## config.mk

```make
export PLATFORM = sky130hd
export DESIGN_NAME = btn_debounce
export DESIGN_NICKNAME = d
export VERILOG_FILES = /design/src/rtl/btn_debounce.sv
export SDC_FILE = /design/constraint.sdc
export NUM_CORES = 1
export LEC_CHECK = 0
export CORE_MARGIN = 2
export CORE_UTILIZATION = 57
export CTS_CLUSTER_SIZE = 8
export DETAILED_ROUTE_END_ITERATION = 8
export GPL_TIMING_DRIVEN = 0
export MAX_ROUTING_LAYER = met4
export PLACE_DENSITY = 0.74
export RECOVER_POWER = 50
export SLEW_MARGIN = 25
export SYNTH_ARGS = -nofsm -noshare
export SYNTH_HDL_FRONTEND = slang
export SYNTH_SLANG_ARGS = --single-unit
```

## constraint.sdc

```tcl
create_clock -name clk_i -period 12.3 [get_ports clk_i]
set_input_delay 2.46 -clock clk_i [delete_from_list [all_inputs] [get_ports clk_i]]
set_output_delay 2.46 -clock clk_i [all_outputs]
set_load 0.01 [all_outputs]
```

## src/rtl/btn_debounce.sv

```systemverilog
// Multi-channel push-button conditioner: 2-flop synchronizer, polarity
// normalisation, counter debouncer, press/release strobes and long-press strobe.
module btn_debounce #(
   parameter int unsigned       NUM_CH          = 7,
   parameter int unsigned       DEBOUNCE_CYCLES = 250_000,
   parameter int unsigned       LONG_CYCLES     = 25_000_000,
   parameter logic [NUM_CH-1:0] INVERT_MASK     = '0
) (
   input  logic              clk_i,
   input  logic              rst_i,
   input  logic [NUM_CH-1:0] btn_i,
   output logic [NUM_CH-1:0] state_o,
   output logic [NUM_CH-1:0] rise_o,
   output logic [NUM_CH-1:0] fall_o,
   output logic [NUM_CH-1:0] long_o
);

   localparam int unsigned DW      = $clog2(DEBOUNCE_CYCLES + 1);
   localparam bit          LONG_EN = (LONG_CYCLES > 0);
   localparam int unsigned LW      = LONG_EN ? $clog2(LONG_CYCLES + 1) : 1;

   localparam logic [DW-1:0] D_LAST = DW'(DEBOUNCE_CYCLES - 1);
   localparam logic [LW-1:0] L_MAX  = LW'(LONG_CYCLES);
   localparam logic [LW-1:0] L_LAST = LW'(LONG_EN ? LONG_CYCLES - 1 : 0);

   logic [NUM_CH-1:0] sync1_q, sync2_q;
   logic [NUM_CH-1:0] state_q, state_d;
   logic [NUM_CH-1:0] rise_q, rise_d;
   logic [NUM_CH-1:0] fall_q, fall_d;
   logic [NUM_CH-1:0] long_q, long_d;
   logic [DW-1:0]     dcnt_q [NUM_CH];
   logic [DW-1:0]     dcnt_d [NUM_CH];
   logic [LW-1:0]     lcnt_q [NUM_CH];
   logic [LW-1:0]     lcnt_d [NUM_CH];
   logic [NUM_CH-1:0] norm;

   // Normalised level: 1 = pressed, regardless of pad polarity.
   assign norm = sync2_q ^ INVERT_MASK;

   always_comb begin
      // NOTE: every output of this block gets a default first, so no path
      // through the loop can leave a value unassigned and infer a latch.
      state_d = state_q;
      rise_d  = '0;
      fall_d  = '0;
      long_d  = '0;
      for (int i = 0; i < NUM_CH; i++) begin
         dcnt_d[i] = '0;
         lcnt_d[i] = lcnt_q[i];

         if (norm[i] != state_q[i]) begin
            if (dcnt_q[i] == D_LAST) begin
               state_d[i] = norm[i];
               rise_d[i]  = norm[i];
               fall_d[i]  = ~norm[i];
            end else begin
               dcnt_d[i] = dcnt_q[i] + 1'b1;
            end
         end

         // Saturating long-press count; fires once on reaching L_MAX.
         if (!state_q[i]) begin
            lcnt_d[i] = '0;
         end else if (LONG_EN && (lcnt_q[i] < L_MAX)) begin
            lcnt_d[i] = lcnt_q[i] + 1'b1;
            long_d[i] = (lcnt_q[i] == L_LAST);
         end
      end
   end

   // NOTE: all state uses non-blocking assignments so every flop samples the
   // pre-edge values; the counters are plain registers and are reset here too.
   always_ff @(posedge clk_i or posedge rst_i) begin
      if (rst_i) begin
         sync1_q <= INVERT_MASK;
         sync2_q <= INVERT_MASK;
         state_q <= '0;
         rise_q  <= '0;
         fall_q  <= '0;
         long_q  <= '0;
         for (int i = 0; i < NUM_CH; i++) begin
            dcnt_q[i] <= '0;
            lcnt_q[i] <= '0;
         end
      end else begin
         sync1_q <= btn_i;
         sync2_q <= sync1_q;
         state_q <= state_d;
         rise_q  <= rise_d;
         fall_q  <= fall_d;
         long_q  <= long_d;
         for (int i = 0; i < NUM_CH; i++) begin
            dcnt_q[i] <= dcnt_d[i];
            lcnt_q[i] <= lcnt_d[i];
         end
      end
   end

   assign state_o = state_q;
   assign rise_o  = rise_q;
   assign fall_o  = fall_q;
   assign long_o  = long_q;

endmodule
```

---- Word-level counts from Yosys, hierarchy flattened ----
Index checks and enable logic that the tools add are counted.
word-level totals
  bits in registers ....................... 343
  output and inout port bits .............. 28
  logic and storage cells ................. 159
operators by class
  $add $sub $neg .......................... 14
  $lt $le $gt $ge ......................... 7
  eq/ne operators ......................... 28
  multiplexer cells ....................... 70
  bitwise logic cells ..................... 7
  reduce and logical (&&, ||, !) cells .... 7
operators by type and width
  kind                     count
  $mux W25                 14
  $mux W18                 14
  $add A25 B1 Y25 const B  7
  $eq A25 B25 Y1 const B   7
  $lt A25 B25 Y1 const B   7
  $add A18 B1 Y18 const B  7
  $eq A18 B18 Y1 const B   7
  $mux W1                  42
  $ne A2 B1 Y1 const B     7
  $reduce_and A2 Y1        7
  $ne A1 B1 Y1             7
  $not A1 Y1               7

---- Depth between registers and ports, before layout ----
Gate-level depths: netlist of the first run.
  depth after elaboration ................. 3
  gate-level depth with buffers ........... 8
  depth with buffers taken out ............ 6

---- Worst setup path before layout of the first run ----
Ideal clock, no wire load.
  path type ............................... reg-to-output
  start ................................... reg state_q[5], in the netlist state_o[5]
  end ..................................... out state_o[5]
  data arrival time ....................... 432 ps
  path slack .............................. 9408 ps
  stages on the path, launching flop included .. 1
  path buffers ............................ 0
  path through ............................ dfrtp_1
RTL lines
  item                      RTL line  text
  start: declaration        27        logic [NUM_CH-1:0] state_q, state_d;
  start signal: assignment  88        state_q <= state_d;
  end: declaration          12        output logic [NUM_CH-1:0] state_o,
No word-level cell between the ends.

==> results of run 1 <==
worst paths after layout:
kind,slack (ns),cells after the start,endpoint,start
max,7.70,4,lcnt_q[134],rst_i
min,0.34,0,norm[2],sync1_q[2]
max reg2reg,9.39,6,lcnt_q[14],lcnt_q[20]
min reg2reg,0.34,0,norm[2],sync1_q[2]
max in group clk_i,8.25,1,state_o[5],state_o[5]
min in group asynchronous,3.01,2,lcnt_q[48],rst_i
sequential cells by signal (all words and copies together), names as in the netlist:
register and cells:
lcnt_q 175, dcnt_q 126, fall_o 7, long_o 7, norm 7, rise_o 7, state_o 7, sync1_q 7
synthesized netlist by cell type (all sizes together) (43+ instances only):
cell type  instances
xnor2             66
clkbuf            64
nor3              48
or3               43
nand4             64
o31ai             59
o21ai             43
xor2              66
nand3            116
or4               60
dfrtp            343
inv               46
nor4              48
mux2i             43
a21oi            103
nor2             190
nand2            170
worst register-to-register path, stage by stage (launching register included):
cell and delay, ns:
sky130_fd_sc_hd__dfrtp_1 0.39, sky130_fd_sc_hd__nand3_1 0.19, sky130_fd_sc_hd__or4_1 0.57, sky130_fd_sc_hd__clkbuf_1 0.18
sky130_fd_sc_hd__o21ai_0 1.03, sky130_fd_sc_hd__o21ai_0 0.27, sky130_fd_sc_hd__a21oi_1 0.20
routing by layer:
layer,vias up,routed length (µm),part of all wire [%]
li1,6822,-,-
met1,6978,16500,46
met2,284,17400,48
met3,73,1420,3.9
met4,0,707,2.0
met5,-,0,0
area by class of cell:
class / instances / area, µm² / share of cell area [%]
inverter: 47 / 178 / 0.909
timing repair buffer: 40 / 470 / 2.41
clock buffer: 50 / 1230 / 6.29
tap: 390 / 488 / 2.50
multi-input combinational: 1368 / 8330 / 42.6
sequential: 343 / 8580 / 43.9
buffer: 73 / 274 / 1.40
cell usage in the layout (no fill, tap or decap), types with 4 or more instances in the layout:
cell | synthesis | final
sky130_fd_sc_hd__a21oi_1 | 103 | 103
sky130_fd_sc_hd__and4_1 | 25 | 25
sky130_fd_sc_hd__a21boi_0 | 6 | 6
sky130_fd_sc_hd__xnor2_1 | 66 | 66
sky130_fd_sc_hd__nand4b_1 | 7 | 7
sky130_fd_sc_hd__xor2_1 | 66 | 66
sky130_fd_sc_hd__ha_1 | 14 | 14
sky130_fd_sc_hd__nand4_1 | 64 | 64
sky130_fd_sc_hd__nand2_1 | 170 | 170
sky130_fd_sc_hd__nand3_1 | 116 | 116
sky130_fd_sc_hd__nand2b_1 | 39 | 39
sky130_fd_sc_hd__mux2_2 | 7 | 7
sky130_fd_sc_hd__and3_1 | 38 | 38
sky130_fd_sc_hd__clkdlybuf4s50_1 | 0 | 28
sky130_fd_sc_hd__and2_1 | 9 | 8
sky130_fd_sc_hd__o31ai_1 | 59 | 59
sky130_fd_sc_hd__or3_1 | 43 | 43
sky130_fd_sc_hd__o211ai_1 | 10 | 10
sky130_fd_sc_hd__mux2i_1 | 43 | 43
sky130_fd_sc_hd__or4_1 | 59 | 60
sky130_fd_sc_hd__o41ai_1 | 5 | 5
sky130_fd_sc_hd__or4b_2 | 4 | 4
sky130_fd_sc_hd__nor3_1 | 47 | 48
sky130_fd_sc_hd__nor2_1 | 190 | 190
sky130_fd_sc_hd__o21ai_0 | 41 | 43
sky130_fd_sc_hd__clkbuf_16 | 0 | 49
sky130_fd_sc_hd__inv_1 | 46 | 45
sky130_fd_sc_hd__dfrtp_1 | 343 | 343
sky130_fd_sc_hd__buf_16 | 0 | 4
sky130_fd_sc_hd__nor3b_1 | 12 | 12
sky130_fd_sc_hd__nor4b_1 | 9 | 9
sky130_fd_sc_hd__or2_2 | 5 | 5
sky130_fd_sc_hd__o21a_1 | 17 | 17
sky130_fd_sc_hd__clkbuf_1 | 64 | 74
sky130_fd_sc_hd__nor4_1 | 48 | 48
sky130_fd_sc_hd__dlygate4sd3_1 | 0 | 8
sky130_fd_sc_hd__a21o_1 | 4 | 4
cell families (layout without fill, tap and decap cells):
| group | count (synthesis) | in the layout | synth area share, % |
|---|---|---|---|
| multiplexers | 50 | 50 | 2.93 |
| buffers and inverters | 120 | 210 | 2.70 |
| flip-flops | 343 | 343 | 49.3 |
| XOR/XNOR | 132 | 132 | 6.64 |
| AO/OA/AOI/OAI | 273 | 273 | 9.99 |
| adder cells (fa/ha/maj) | 14 | 14 | 1.01 |
| AND/OR/NAND/NOR | 899 | 899 | 27.4 |
where the power goes:
| part | internal (W) | switching, W |
|---|---|---|
| sequential | 0.00114 | 0.00000770 |
| clock | 0.000691 | 0.000440 |
| combinational | 0.0000123 | 0.0000330 |
stage by stage:
stage | total power, W | hold slack (ns) | TNS (ns) | instance area [µm²]
finish | 0.00232 | 0.344 | 0 | 19600
global route | 0.00241 | 0.360 | 0 | 19600
CTS | 0.00235 | 0.347 | 0 | 19600
detailed placement | 0.00121 | 0.337 | 0 | 18400
global placement | 0.00121 | 0.333 | -1276.95 | 18300
floorplan | 0.00119 | 0.331 | 0 | 17400
==> results.txt, run 1 <==
Worst Hold Class -> reg2reg
CP required -> 12.95 ns
Number of cell rows -> 63
Number of design rule violations left after detail routing -> 0
Antenna cells -> 0
Drt first pass iters -> 5
Global-route wire length before repair -> 62.5 mm
DRC marker count from the first detailed-route iteration -> 1006
I/O pin total -> 37
Instance count after placement with tap cells included -> 2261
Number of synthesized flops with an enable pin -> 0
Critical path's top delay family -> buffers and inverters
Initial antenna violation count -> 0
Post-synthesis sequential element count -> 343
Die extent in x -> 179 µm
Total global routing track utilization -> 23.9%
Clock tree from TritonCTS -> yes
Standard cell core area -> 0.0299 mm²
WL per Instance -> 15.6 µm
Met2 track demand over resource -> 39.0%
Most prevalent standard cell on the critical path -> sky130_fd_sc_hd__buf_16
Global routing usage on met3 -> 3.24%
Synthesis Warnings -> 0
Transition time at the pin with the least slew margin -> 2.26 ns
Depth of the CTS H-tree -> 2
FFs w/ async S/R, synth -> 100%
Crit path time final -> 4.60 ns
Post-layout instance count excluding filler cells -> 2311
Worst rel slew slack -> -51.7%
Proportion of layout cells with a drive suffix above 1 -> 3.70%
Proportion of netlist area held by the largest area contributor -> 49.3%
Sequential share of the synthesized area -> 49.3%
Total clock buffers created by CTS -> 48
Vias per cell -> 6.13
# fillers -> 2431
Ranking of synthesized cells by area -> sky130_fd_sc_hd__dfrtp_1 49%, sky130_fd_sc_hd__nor2_1 4.1%, sky130_fd_sc_hd__nand2_1 3.7%
Initial cell density of the core -> 58.3%
Startpoint type of the worst setup path -> input pin
Busiest layer in global routing -> met2
Die Y-Extent -> 179 µm
Failing checks -> max-capacitance violations, max-slew violations
Number of nets in the final layout -> 1944
Unrepaired setup endpoints after global routing -> no
Post-synth top flop -> sky130_fd_sc_hd__dfrtp_1
Num Clock Sinks -> 343
Worst Slack Setup Final -> 7.70 ns
Number of max-cap violations -> 1
Cell breakdown of the critical path -> dlygate4sd3_1 > clkinvlp_2 > buf_16 > buf_16
Mapped Avg Cell Area -> 9.51 µm²
Core Util, Final -> 65.4%
Drt total wl -> 36.1 mm
Cell area after synthesis -> 0.0174 mm²
Worst setup EP type -> async pin
Pin count of the biggest net entering global routing -> 89
Achievable frequency -> 0.217 GHz
Library cell with the largest summed area after synthesis -> sky130_fd_sc_hd__dfrtp_1
Clock latency of the later-clocked register in the worst-skew pair -> 0.53 ns
WP data arrival -> 5.25 ns
Synth Net Count -> 1854
Syn-to-layout area delta -> 12.3%
Die ar. -> 0.0319 mm²
Clock transition at the register clock pins on the worst setup and hold paths after CTS -> 0.05 ns
Count of mapped cells out of synthesis -> 1831
Peak per-stage delay on the critical path -> 1.31 ns
Antenna-violating nets left -> 0
Number of library cell types mapped by synthesis -> 63
Number of pins with negative max-slew slack in the final report -> 49
Critical-path cell with the highest stage delay -> sky130_fd_sc_hd__clkinvlp_2
Class of the most critical setup path -> in2async
Final hold violation count -> 0
Quantity of hold-fixing buffers added after cts -> 0
Final setup skew -> 0.0166 ns
# resized after CTS -> 0
Cell leakage power -> 7.55 nW
Setup Slack @ Placement -> 8.18 ns
Clock Root Buffer -> sky130_fd_sc_hd__clkbuf_16
Number of buffers and inverters on the critical path -> 4
Largest fanout on the critical path -> 88
HPWL after detailed placement -> 24.0 mm
Global Route met1 Usage -> 31.4%
PwrDens -> 119 mW/mm²
Number of setup buffers added after CTS -> 0
Finish-stage setup viols -> 0
Number of global-route vias before repair -> 13600
Grt ovf -> 0
Count of input and output buffers -> 36
Global placement routability congestion -> 0.891
Result of the run -> finished, violations left
Period Utilization, post-route -> 37.4%
Routed vias -> 14200
Maximum count of clock buffers along a single path -> 3
Worst voltage drop across the vdd grid -> 0.122 mV
Power figures use the tool's default switching activity.
==> inputs of run 2 (changes only) <==
- CORE_UTILIZATION: 57 -> 63
- PLACE_DENSITY: 0.74 -> 0.78
- clock period: 12.3 -> 4.3 ns (I/O delays scaled with it)
==> results.txt, run 2 (synthesized netlist as in run 1, its figures left out) <==
Clock tree from TritonCTS -> yes
Number of global-route vias before repair -> 14000 (+2.9%)
I/O pin total -> 37 (unchanged)
Number of design rule violations left after detail routing -> 0 (unchanged)
Finish-stage setup viols -> 0 (unchanged)
Startpoint type of the worst setup path -> input pin
Setup Slack @ Placement -> 1.46 ns (-6.71 ns)
Worst Slack Setup Final -> 1.71 ns (-5.99 ns)
Unrepaired setup endpoints after global routing -> no
Initial antenna violation count -> 0 (unchanged)
Syn-to-layout area delta -> 12.8%
# fillers -> 1984 (-18%)
# resized after CTS -> 0 (unchanged)
Period Utilization, post-route -> 60.2%
Maximum count of clock buffers along a single path -> 3 (unchanged)
Num Clock Sinks -> 343 (unchanged)
Initial cell density of the core -> 64.4% (+6.1 points)
WP data arrival -> 3.30 ns (-1.95 ns)
Drt first pass iters -> 5 (unchanged)
Total met2 wirelength after detailed routing -> 18.0 mm (+3.4%)
Total length of routed met3 wires -> 1.57 mm (+11%)
Commonest non-fill, non-tap cell in the layout -> sky130_fd_sc_hd__dfrtp_1
CP required -> 5.01 ns (-7.94 ns)
Clock Root Buffer -> sky130_fd_sc_hd__clkbuf_16
Logic depth of the worst register-to-register path -> 6 (unchanged)
Final setup skew -> 0.0145 ns (-0.00215 ns)
Result of the run -> finished clean
Pin count of the biggest net entering global routing -> 34 (-62%)
Number of cell rows -> 60 (-4.8%)
Worst setup EP type -> async pin
Count of input and output buffers -> 36 (unchanged)
Antenna cells -> 0 (unchanged)
Transition time at the pin with the least slew margin -> 1.19 ns (-1.07 ns)
Vias per cell -> 6.28 (+2.6%)
Die ar. -> 0.0290 mm² (-9.3%)
Registers with the highest flip-flop counts -> lcnt_q (175), dcnt_q (126)
Clock transition at the register clock pins on the worst setup and hold paths after CTS -> 0.05 ns (about the same)
Number of nets in the final layout -> 1952 (+0.41%)
Top layer in use -> met4
Worst voltage drop across the vdd grid -> 0.299 mV (+150%)
Number of cells traversed by the worst hold path -> 0 (unchanged)
Achievable frequency -> 0.386 GHz
Leading cell types in the layout, fill and taps excluded -> 343 x sky130_fd_sc_hd__dfrtp_1, 190 x sky130_fd_sc_hd__nor2_1, 170 x sky130_fd_sc_hd__nand2_1
Setup TNS after final layout -> 0 ns (unchanged)
Drt total wl -> 37.0 mm (+2.5%)
Number of setup buffers added after CTS -> 0 (unchanged)
Worst Hold Margin -> 0.338 ns (-0.00524 ns)
Antenna-violating nets left -> 0 (unchanged)
Class of the most critical setup path -> in2async
Register bank with the most flops -> lcnt_q
HPWL after detailed placement -> 25.0 mm (+3.8%)
Grt ovf -> 0 (unchanged)
Number of max-cap violations -> 0 (-1)
Global-route wire length before repair -> 64.9 mm (+3.9%)
Global placement routability congestion -> 0.885 (-0.76%)
Cell leakage power -> 7.62 nW (+0.96%)
Final hold violation count -> 0 (unchanged)
Worst Hold Class -> reg2reg
DRC marker count from the first detailed-route iteration -> 1109 (+10%)
Largest fanout on the critical path -> 31 (-65%)
Number of pins with negative max-slew slack in the final report -> 0 (-100%)
Post-layout instance count excluding filler cells -> 2270 (-1.8%)
Met1 wire length -> 16.8 mm (+1.5%)
Die extent in x -> 170 µm (-4.8%)
Die Y-Extent -> 170 µm (-4.8%)
WL per Instance -> 16.3 µm (+4.3%)
Depth of the CTS H-tree -> 2 (unchanged)
Standard cell core area -> 0.0270 mm² (-9.5%)
Quantity of hold-fixing buffers added after cts -> 0 (unchanged)
Total clock buffers created by CTS -> 48 (unchanged)
Instance count after placement with tap cells included -> 2220 (-1.8%)
Proportion of layout cells with a drive suffix above 1 -> 4.67% (+0.97 points)
Total global routing track utilization -> 27.2% (+3.3 points)
Post-route cell area -> 0.0196 mm² (+0.40%)
Clock latency of the later-clocked register in the worst-skew pair -> 0.53 ns (about the same)
Crit path time final -> 2.59 ns
Flip-flop count of the largest register after layout -> 175 (unchanged)
Worst rel slew slack -> 20.6% (+72 points)
Routed vias -> 14300 (+0.75%)
PwrDens -> 339 mW/mm² (+180%)
Post-place instance area -> 0.0185 mm² (+0.48%)
==> run 2: changes by cell type in the layout (fill, tap and decap cells not counted), sizes merged <==
| cell | before | now |
|---|---|---|
| buf | 4 | 19 |
| clkbuf | 123 | 116 |
==> run 2: metal layers <==
metal | vias to the layer above | global-route usage, %
li1 | 6840 | -
met2 | 353 | 44.8
met1 | 7010 | 36.0
met4 | 0 | 7.28
met5 | - | -
met3 | 60 | 3.58
==> run 2: final timing paths <==
check	end	from	slack (ns)
max	lcnt_q[80]	rst_i	1.71
min	norm[2]	sync1_q[2]	0.34
max reg2reg	lcnt_q[171]	lcnt_q[160]	1.74
min reg2reg	norm[2]	sync1_q[2]	0.34
max in group clk_i	lcnt_q[171]	lcnt_q[160]	1.74
min in group asynchronous	lcnt_q[37]	rst_i	0.98
==> run 2: critical path, stage by stage <==
cell and delay (ns):
sky130_fd_sc_hd__dlygate4sd3_1 0.55, sky130_fd_sc_hd__clkinvlp_2 0.62, sky130_fd_sc_hd__clkbuf_1 0.94, sky130_fd_sc_hd__buf_12 0.30
==> run 2: power breakdown <==
part           switching [W]  internal, W  leakage, nW
logic              0.0000989    0.0000444         2.27
registers          0.0000231      0.00326         4.74
clock network        0.00125      0.00198        0.605
total                0.00137      0.00528         7.62
==> run 2: final cells by class <==
type	count	area [µm²]	area share [%]
multi-input combinational	1368	8340	42.5
sequential	343	8580	43.7
tap	341	427	2.17
inverter	47	178	0.905
timing repair buffer	48	576	2.93
buffer	73	294	1.50
clock buffer	50	1230	6.27
==> run 2: metrics by stage <==
step                      power [W]  util, %
after floorplan             0.00342        -
after global placement      0.00345     67.3
after detailed placement    0.00349     68.3
after CTS                   0.00673     72.8
after global routing        0.00689     72.6
final                       0.00665     72.6
==> inputs of run 3 (changes only) <==
- CORE_UTILIZATION: 63 -> 57
- PLACE_DENSITY: 0.78 -> 0.74
- clock period: 4.3 -> 2.1 ns (I/O delays scaled with it)
==> results.txt, run 3 (synthesized netlist as in run 1, its figures left out) <==
Sequential fraction of design power -> 49.0% (-0.4 points)
Core Util, Final -> 70.7% (-1.9 points)
Grt ovf -> 0 (unchanged)
Class of the most critical setup path -> reg2reg
Num Clock Sinks -> 343 (unchanged)
Die Y-Extent -> 179 µm (+5.0%)
Fraction of power consumed by combinational cells -> 2.1% (about the same)
Leading cell types in the layout, fill and taps excluded -> 323 x sky130_fd_sc_hd__dfrtp_1, 188 x sky130_fd_sc_hd__nor2_1, 161 x sky130_fd_sc_hd__nand2_1
CP required -> 2.49 ns (-2.52 ns)
Pin count of the biggest net entering global routing -> 33 (-2.9%)
Worst Hold Margin -> 0.340 ns (+0.00218 ns)
Cell leakage power -> 8.20 nW (+7.6%)
Number of cell rows -> 63 (+5.0%)
Initial cell density of the core -> 58.3% (-6.1 points)
Syn-to-layout area delta -> 21.4%
Clock latency of the later-clocked register in the worst-skew pair -> 0.54 ns (about the same)
Depth of the CTS H-tree -> 2 (unchanged)
Number of design rule violations left after detail routing -> 0 (unchanged)
Result of the run -> finished, violations left
Vias per cell -> 6.19 (-1.5%)
Unrepaired setup endpoints after global routing -> yes
Startpoint type of the worst setup path -> flip-flop
Number of max-cap violations -> 0 (unchanged)
Maximum count of clock buffers along a single path -> 3 (unchanged)
Worst Slack Setup Final -> -0.159 ns (-1.87 ns)
Routed vias -> 14700 (+3.3%)
Count of input and output buffers -> 36 (unchanged)
Initial antenna violation count -> 0 (unchanged)
Commonest non-fill, non-tap cell in the layout -> sky130_fd_sc_hd__dfrtp_1
Standard cell core area -> 0.0299 mm² (+11%)
Global-route wire length before repair -> 65.9 mm (+1.5%)
Drt total wl -> 39.6 mm (+7.2%)
Total global routing track utilization -> 25.3% (-2.0 points)
Clock Root Buffer -> sky130_fd_sc_hd__clkbuf_16
WP data arrival -> 2.65 ns (-0.65 ns)
Total clock buffers created by CTS -> 48 (unchanged)
WL per Instance -> 16.6 µm (+2.2%)
Worst rel slew slack -> 11.5% (-9.2 points)
PwrDens -> 648 mW/mm² (+91%)
Post-layout total power -> 0.0137 W (+110%)
Final hold violation count -> 0 (unchanged)
Net switching power -> 0.00287 W (+110%)
Number of pins with negative max-slew slack in the final report -> 0 (unchanged)
Worst voltage drop across the vdd grid -> 0.598 mV (+100%)
DRC marker count from the first detailed-route iteration -> 1151 (+3.8%)
Largest fanout on the critical path -> 6 (-81%)
Setup Slack @ Placement -> -0.372 ns (-1.84 ns)
Worst Hold Class -> reg2reg
Final setup skew -> 0.0190 ns (+0.00456 ns)
I/O pin total -> 37 (unchanged)
Failing checks -> negative setup slack
Register bank with the most flops -> lcnt_q
Number of nets in the final layout -> 2013 (+3.1%)
Finish-stage setup viols -> 21 (+21)
Antenna-violating nets left -> 0 (unchanged)
Crit path time final -> 2.26 ns
Worst setup EP type -> flip-flop
Transition time at the pin with the least slew margin -> 1.32 ns (+0.130 ns)
Clock transition at the register clock pins on the worst setup and hold paths after CTS -> 0.05 ns (about the same)
Antenna cells -> 0 (unchanged)
HPWL after detailed placement -> 24.7 mm (-1.1%)
Registers with the highest flip-flop counts -> lcnt_q (175), dcnt_q (126)
Number of global-route vias before repair -> 14100 (+0.54%)
Die ar. -> 0.0319 mm² (+10%)
Achievable frequency -> 0.443 GHz
Global placement routability congestion -> 0.869 (-1.8%)
Drt first pass iters -> 5 (unchanged)
Die extent in x -> 179 µm (+5.0%)
Proportion of layout cells with a drive suffix above 1 -> 15.6% (+11 points)
Flip-flop count of the largest register after layout -> 175 (unchanged)
Clock tree from TritonCTS -> yes
Clock network fraction of total power -> 48.9% (+0.4 points)
Share of total power consumed by net switching -> 20.9% (+0.37 points)
Period Utilization, post-route -> 108%
Internal -> 0.0108 W (+110%)
run 3: cell type report:
type                            instances  area [µm²]
Timing Repair Buffer                  122        1150
Tap cell                              390         488
Buffer                                 59         379
Clock buffer                           50        1230
Sequential cell                       343        8610
Inverter                               47         181
Multi-Input combinational cell       1369        9080
Clock inverter                          2        17.5
Fill cell                            2149        8740
run 3: power by group through the flow:
stage | combinational [W] | sequential (W) | clock, W
after floorplan | 0.000178 | 0.00682 | 0
after global routing | 0.000335 | 0.00672 | 0.00712
after detailed placement | 0.000317 | 0.00682 | 0
final | 0.000285 | 0.00672 | 0.00669
after global placement | 0.000249 | 0.00683 | 0
after CTS | 0.000319 | 0.00671 | 0.00685
run 3: timing repair:
item                                    4_1_cts  5_1_grt
endpoints found under the setup margin      181      184
cloned                                        1        3
hold buffers                                  0        0
setup buffers                                28       43
pin swaps                                    28       56
resized for setup                            96      124
run 3: per-stage QoR:
step,TNS (ns),area (µm²),instances
2_1_floorplan,-997.69,17400,1831
3_3_place_gp,-1802.86,18300,2257
3_5_place_dp,-28.37,18500,2269
4_1_cts,-0.713,20400,2343
5_1_grt,-6.97,21100,2382
6_report,-1.12,21100,2382
run 3: metal layers:
metal,track usage [%],vias to the layer above,routed length [µm]
li1,-,6957,-
met1,33.4,7324,17500
met2,41.2,380,19600
met3,3.35,79,1780
met4,7.08,0,764
met5,-,-,0
run 3: worst max-delay path, cell delays in order (launching register included):
cell and delay (ns):
sky130_fd_sc_hd__dfrtp_1 0.39, sky130_fd_sc_hd__or4_4 0.56, sky130_fd_sc_hd__o21a_4 0.23, sky130_fd_sc_hd__o21ba_4 0.23, sky130_fd_sc_hd__buf_12 0.15, sky130_fd_sc_hd__clkbuf_16 0.16, sky130_fd_sc_hd__o31ai_1 0.29, sky130_fd_sc_hd__a21oi_1 0.11
run 3: final timing paths:
check	start	end	slack (ns)	cells past startpoint
max in group asynchronous	rst_i	lcnt_q[103]	0.16	5
worst max register to register	lcnt_q[85]	lcnt_q[81]	-0.16	7
worst min-delay path	sync1_q[2]	norm[2]	0.34	0
worst max-delay path	lcnt_q[85]	lcnt_q[81]	-0.16	7
min in group asynchronous	rst_i	lcnt_q[39]	0.63	2
worst min register to register	sync1_q[2]	norm[2]	0.34	0
